$ cat config.mk
export PLATFORM = sky130hd
export DESIGN_NAME = cic_decim_ctrl
export DESIGN_NICKNAME = d
export VERILOG_FILES = /design/src/rtl/cic_decim_ctrl.sv
export SDC_FILE = /design/constraint.sdc
export NUM_CORES = 1
export LEC_CHECK = 0
export ABC_AREA = 1
export CORE_ASPECT_RATIO = 1.1
export CORE_MARGIN = 2
export CORE_UTILIZATION = 45
export CTS_BUF_LIST = sky130_fd_sc_hd__clkbuf_8 sky130_fd_sc_hd__clkbuf_16
export DETAILED_ROUTE_END_ITERATION = 6
export PLACE_DENSITY = 0.77
export SYNTH_ARGS = -nofsm -noshare
export SYNTH_HDL_FRONTEND = slang
export SYNTH_SLANG_ARGS = --single-unit
$ cat constraint.sdc
create_clock -name clk -period 2.5 [get_ports clk]
set_input_delay 0.5 -clock clk [delete_from_list [all_inputs] [get_ports clk]]
set_output_delay 0.5 -clock clk [all_outputs]
set_load 0.01 [all_outputs]
$ cat src/rtl/cic_decim_ctrl.sv
// Sequencer for a pipelined CIC decimator: gates the datapath sample enable, counts the
// decimation ratio, tracks the tagged result through the pipe and hands it out on valid/ready.
module cic_decim_ctrl #(
   parameter int DATA_W   = 25,
   parameter int RATIO_W  = 8,
   parameter int PIPE_LAT = 3,
   parameter int WARM_OUT = 2
) (
   input  logic               clk,
   input  logic               rst,
   input  logic               enable,
   input  logic               cfg_valid,
   input  logic [RATIO_W-1:0] cfg_ratio,
   output logic               cfg_ready,
   input  logic               s_valid,
   output logic               cic_en,
   input  logic [DATA_W-1:0]  cic_data,
   output logic               m_valid,
   input  logic               m_ready,
   output logic [DATA_W-1:0]  m_data,
   output logic               overrun,
   input  logic               ovr_clr,
   output logic [RATIO_W-1:0] phase
);

   localparam logic [1:0] ST_IDLE = 2'd0;
   localparam logic [1:0] ST_WARM = 2'd1;
   localparam logic [1:0] ST_RUN  = 2'd2;

   localparam int              WC_W      = (WARM_OUT > 1) ? $clog2(WARM_OUT + 1) : 1;
   localparam logic [WC_W-1:0] WARM_LAST = WC_W'((WARM_OUT > 0) ? WARM_OUT - 1 : 0);

   logic [1:0]          state;
   logic [RATIO_W-1:0]  ratio;
   logic [PIPE_LAT-2:0] tag;
   logic [PIPE_LAT-2:0] tag_nxt;
   logic                emit;
   logic                wrap;
   logic                capture;
   logic [WC_W-1:0]     warm_cnt;

   assign cfg_ready = (state == ST_IDLE);
   assign cic_en    = (state != ST_IDLE) && s_valid;
   assign wrap      = (phase == ratio - RATIO_W'(1));
   assign capture   = emit && (state == ST_RUN);

   // The emit register acts as the last tag stage, so only PIPE_LAT-1 tag bits are stored.
   always_comb begin
      // NOTE: default assignment first keeps this combinational block free of inferred latches.
      tag_nxt    = tag;
      tag_nxt[0] = wrap;
      for (int i = 1; i < PIPE_LAT - 1; i++) begin
         tag_nxt[i] = tag[i-1];
      end
   end

   // NOTE: sequential state uses non-blocking assignments so every register samples pre-edge values.
   always_ff @(posedge clk or negedge rst) begin
      if (!rst) begin
         state <= ST_IDLE;
      end else if (!enable) begin
         state <= ST_IDLE;
      end else begin
         case (state)
            ST_IDLE: state <= (WARM_OUT == 0) ? ST_RUN : ST_WARM;
            ST_WARM: if (emit && (warm_cnt == WARM_LAST)) state <= ST_RUN;
            default: ;
         endcase
      end
   end

   always_ff @(posedge clk or negedge rst) begin
      if (!rst) begin
         ratio <= RATIO_W'(1);
      end else if (cfg_valid && cfg_ready) begin
         ratio <= (cfg_ratio == '0) ? RATIO_W'(1) : cfg_ratio;
      end
   end

   always_ff @(posedge clk or negedge rst) begin
      if (!rst) begin
         phase    <= '0;
         tag      <= '0;
         emit     <= 1'b0;
         warm_cnt <= '0;
      end else if (!enable) begin
         phase    <= '0;
         tag      <= '0;
         emit     <= 1'b0;
         warm_cnt <= '0;
      end else begin
         emit <= cic_en && tag[PIPE_LAT-2];
         if (cic_en) begin
            phase <= wrap ? '0 : phase + RATIO_W'(1);
            tag   <= tag_nxt;
         end
         if (emit && (state == ST_WARM)) warm_cnt <= warm_cnt + WC_W'(1);
      end
   end

   // A capture into a slot being drained this cycle reloads it without a bubble.
   always_ff @(posedge clk or negedge rst) begin
      if (!rst) begin
         m_valid <= 1'b0;
         m_data  <= '0;
      end else if (capture && (!m_valid || m_ready)) begin
         m_valid <= 1'b1;
         m_data  <= cic_data;
      end else if (m_ready) begin
         m_valid <= 1'b0;
      end
   end

   always_ff @(posedge clk or negedge rst) begin
      if (!rst) begin
         overrun <= 1'b0;
      end else if (capture && m_valid && !m_ready) begin
         overrun <= 1'b1;
      end else if (ovr_clr) begin
         overrun <= 1'b0;
      end
   end

endmodule

# Word-level counts from Yosys, hierarchy flattened
# Cells that the tools add are included.
# totals
inputBits	40
ff_bits	50
out_inout_bits	37
# op_classes
reduce_logical	18
n_eq_ne	8
n_mux	16
n_addsub	3
# op_table
operator	count
two-way mux 8 bit	4
two-way mux 2 bit	6
logical AND 1 bit	9
adder 8 x 1 -> 8 bit (second input constant)	1
equality test 8 bit	1
zero test 8 bit	1
subtractor 8 x 1 -> 8 bit (second input constant)	1
nonzero test 2 bit	3
two-way mux 1 bit	5
equality test 2 x 1 -> 1 bit (second input constant)	2
inequality test 2 x 1 -> 1 bit (second input constant)	2
one-hot mux 2 bit (2 select lines)	1
inequality test 3 x 1 -> 1 bit (second input constant)	1
inequality test 3 bit (second input constant)	1
adder 2 x 1 -> 2 bit (second input constant)	1
equality test 2 bit (second input constant)	1
zero test 1 bit	2
zero test 2 bit	1
AND reduction 2 bit	1
logical OR 1 bit	1

# Longest topological paths before layout
# depth
word_depth	5
mapped_depth	11

# Worst setup path before layout
# Ideal clock, no wire load.
# synth_timing
path_type	reg2reg
startpoint	reg ratio[0]
endpoint	reg phase[0]
setup_slack_ns	0.853
arrival_ns	1.529
stages_incl_launch_ff	10
path_cell_list	dfstp_2 inv_2 ha_1 xnor2_1 nor2_1 nand3_1 nor2_2 nand3_4 nand3_1 nand2_1
# synth_between
elab_chain_len	5
# synth_rtl
element	line	text
from (decl)	34	logic [RATIO_W-1:0] ratio;
from (signal assigned)	76	ratio <= (cfg_ratio == '0) ? RATIO_W'(1) : cfg_ratio;
subtractor 8 x 1 -> 8 bit	44	assign wrap = (phase == ratio - RATIO_W'(1));
equality test 8 bit	44	
two-way mux 8 bit	94	phase <= wrap ? '0 : phase + RATIO_W'(1);
two-way mux 8 bit	93	if (cic_en) begin
two-way mux 8 bit	86	end else if (!enable) begin
to (signal assigned)	94	
to (decl)	23	output logic [RATIO_W-1:0] phase
# Every way passes these cells. The select of a mux whose other input is x is not followed.
# A chain may end at the register's enable or synchronous reset.

# Final worst setup path
# layout_timing
startpoint	reg state[0]
endpoint	out cic_en
# layout_between
elab_chain_len	2
# layout_rtl
element	line	text
from (decl)	33	logic [1:0] state;
from (signal assigned)	65	ST_IDLE: state <= (WARM_OUT == 0) ? ST_RUN : ST_WARM;
nonzero test 2 bit	43	assign cic_en = (state != ST_IDLE) && s_valid;
logical AND 1 bit	43	
to (decl)	16	output logic cic_en,
# Every way passes these cells.

==> run_results.csv <==
group,metric,value,unit
status,status,"finished, final reports clean",
clock_network,clock-sinks,50,
global_routing,antenna_found_initial,0,
placed_design,dp_cells,408,
floorplan,io_pins,77,
placed_design,dpl.hpwl,4080,µm
synth,ys_ff_latch,50,
drt,drtAntennaViolNets,0,
finish,utilization,0.644,
finish,design_area,0.00347,mm²
clock_network,cts_root_buffer,"clkbuf_8",
drt,vias_per_cell,4.79,
floorplan,die_area,0.00622,mm²
critical_path,crit_path_frequent_cell,"inv_1",
synth,synth_mux_area_frac,0.140,
timing,setup_viol,0,
finish,fillers,470,
drt,drc,0,
clock_network,cts_tree,"done",
critical_path,crit_path_max_fanout,4,
finish,nets,383,
synth,synth-main-ff-cell,"dfrtp_1",
clock_network,clockBufferDepth,2,
drt,first_pass_iters,4,
global_routing,grt_max_degree,27,
critical_path,criticalPathCategory,"reg2out",
synth,synthAdderAreaFrac,0.0149,
drt,drt-initial-drc-count,96,
drt,routedWlPerCell,12.8,µm
power,pwr-share-seq,0.516,
power,cellLeakagePower,0.00174,µW
finish,synthToLayoutAreaGrowth,37.7,%
placed_design,dpl_cell_area,0.00336,mm²
floorplan,dieHeight,82.5,µm
synth,synth-edff-count,0,
timing,rsz0062_at_grt,"false",
floorplan,fp-row-count,28,
global_routing,grt_first_pass_wirelength,8760,µm
placed_design,portBuffers,76,
synth,synth_compound_area_frac,0.0362,
timing,finClkSkew,3.10,ps
finish,final_cells,416,
timing,hold_viol_final,0,
critical_path,critPathLaunchType,"flop",
global_routing,gr-total-overflow,0,
synth,synthArstFlopShare,1.00,
timing,fmax,440,MHz
finish,drive_gt1_frac,0.158,
clock_network,cts_resized,0,
timing,fin_crit_sh,0.909,
synth,ys_warn_count,0,
timing,max_slew.worst_pin.slew,608,ps
power,power_frac_clock,0.340,
clock_network,htreeDepth,2,
critical_path,max_stage_delay,500,ps
power,p_sw_frac,0.253,
synth,syn-cell-area,0.00252,mm²
synth,synth_nets,302,
clock_network,numCtsBuffers,5,
clock_network,cts_setup_buffers,0,
power,p_per_area,478,mW/mm²
critical_path,required,2000,ps
critical_path,path_cells,"nor2_1 -> inv_1 -> nand2_1 -> inv_1 -> clkdlybuf4s50_1",
synth,yosys.area_share.simple,0.210,
critical_path,cp.arrival,1770,ps
synth,synthDistinctLibCells,29,
floorplan,start_util,0.467,
clock_network,clk_latency,300,ps
synth,synth_top_family_by_area,"simple AND/OR/NAND/NOR gates",
clock_network,clk_pin_slew_worst_paths,90,ps
finish,antenna_cells,0,
clock_network,hold_buffers,0,
power,power_frac_comb,0.144,
synth,synth_xor_area_frac,0.0347,
timing,fin_setup_tns,0,ps
critical_path,crit_family,"buffers and inverters",
timing,slew_viol_final,0,
power,p_int,1240,µW
synth,synthCells,259,
drt,vias,1993,
critical_path,worst-path-buf-inv,3,
run,maxCapViolations,0,
power,vdd_drop_max,0.247,mV
power,switching_power,419,µW
timing,layout_min_cycle_time,2270,ps
timing,slew_headroom,0.595,
power,p_total,1660,µW
global_routing,first_global_vias,1991,
synth,seq_area_frac_synth,0.497,
floorplan,core-area,0.00540,mm²
global_routing,track_usage,0.185,
finish,multi_input_area,0.00110,mm²
finish,regArea,0.00125,mm²
worst_hold_path,holdCritPathClass,"in2async",
drt,routed_wl,5330,µm
synth,syn_area_per_cell,9.73,µm²
critical_path,crit_slowest_cell,"clkdlybuf4s50_1",
critical_path,worst_setup_path_end_kind,"output port",
floorplan,die_w,75.4,µm
placed_design,place.gp.congestion,0.863,
[area by class of cell]
class                      instances  share of cell area
inverter                          38              0.0411
sequential                        50               0.361
tap                               75              0.0270
clock inverter                     3              0.0115
multi-input combinational        168               0.316
timing repair buffer              77               0.223
clock buffer                       5              0.0198
[Yosys cell counts, types with 2 or more instances]
master   instances  area (µm²)
nand2_1         58         218
dfrtp_1         49        1230
inv_1           33         124
nand3_1         23         115
mux2_4          19         285
nor2_1          16        60.1
o21ai_0         11        55.1
xor2_1           7        61.3
mux2_2           6        67.6
inv_2            5        18.8
nor2_2           5        31.3
ha_1             3        37.5
xnor2_1          3        26.3
a21oi_1          2        10.0
buf_6            2        22.5
nand2_2          2        12.5
nand4_1          2        12.5
nor3_1           2        10.0
[layer usage]
metal | vias to the layer above | track usage | share of wire
li1 | 987 | - | -
met1 | 928 | 0.212 | 0.39
met2 | 71 | 0.311 | 0.50
met3 | 7 | 0.0752 | 0.095
met4 | 0 | 0.0596 | 0.012
met5 | - | 0 | 0
[worst reg2reg max path, stage by stage, from the launching register on]
cell,delay (ps)
dfstp_2,570
inv_2,80
ha_1,310
xnor2_1,130
nor2_1,90
nand3_1,80
nor2_2,130
nand3_4,150
nand3_1,110
nand2_1,50
[metrics by stage]
| stage | setup WS, ps | hold slack, ps |
|---|---|---|
| 4_1_cts | 185 | 226 |
| 3_5_place_dp | 252 | 491 |
| 6_report | 228 | 196 |
| 2_1_floorplan | 853 | 204 |
| 5_1_grt | 128 | 247 |
| 3_3_place_gp | 302 | 473 |
[power groups by stage]
stage	Clock [µW]	Sequential [µW]	Combinational [µW]
final	564	857	239
after CTS	582	858	244
after floorplan	0	867	129
after global routing	606	861	274
after detailed placement	0	874	243
after global placement	0	873	236
[flip-flops by register name, summed over array words and instances (netlist names)]
signal	flops
m_data	25
warm_cnt	2
state	2
tag	2
ratio	8
overrun	1
m_valid	1
phase	8
emit	1
[cell families (layout without fill, tap and decap cells)]
logic type / count (synthesis) / count (layout)
AND/OR/NAND/NOR: 114 / 114
flip-flops: 50 / 50
buffers and inverters: 41 / 123
multiplexers: 25 / 25
AO/OA/AOI/OAI: 16 / 16
XOR/XNOR: 10 / 10
adder cells (fa/ha/maj): 3 / 3
[final timing paths]
kind                                start         to  slack [ps]  depth (start not counted)
min in group clk                m_data[5]  m_data[5]         510                          1
worst max register to register   ratio[0]   phase[3]         690                          9
worst max-delay path             state[0]     cic_en         230                          5
worst min register to register  m_data[5]  m_data[5]         510                          1
max in group asynchronous             rst    overrun        1760                          2
worst min-delay path                  rst   phase[6]         200                          1
[cells in the final DEF, fill, tap and decap left out, types with 6 or more instances in the layout]
cell              n
nor2_1           16
o21ai_0          11
clkdlybuf4s50_1  75
dfrtp_1          49
nand3_1          23
xor2_1            7
mux2_2            6
mux2_4           19
inv_1            33
nand2_1          58
No activity file was read; power rests on OpenSTA's default activity.
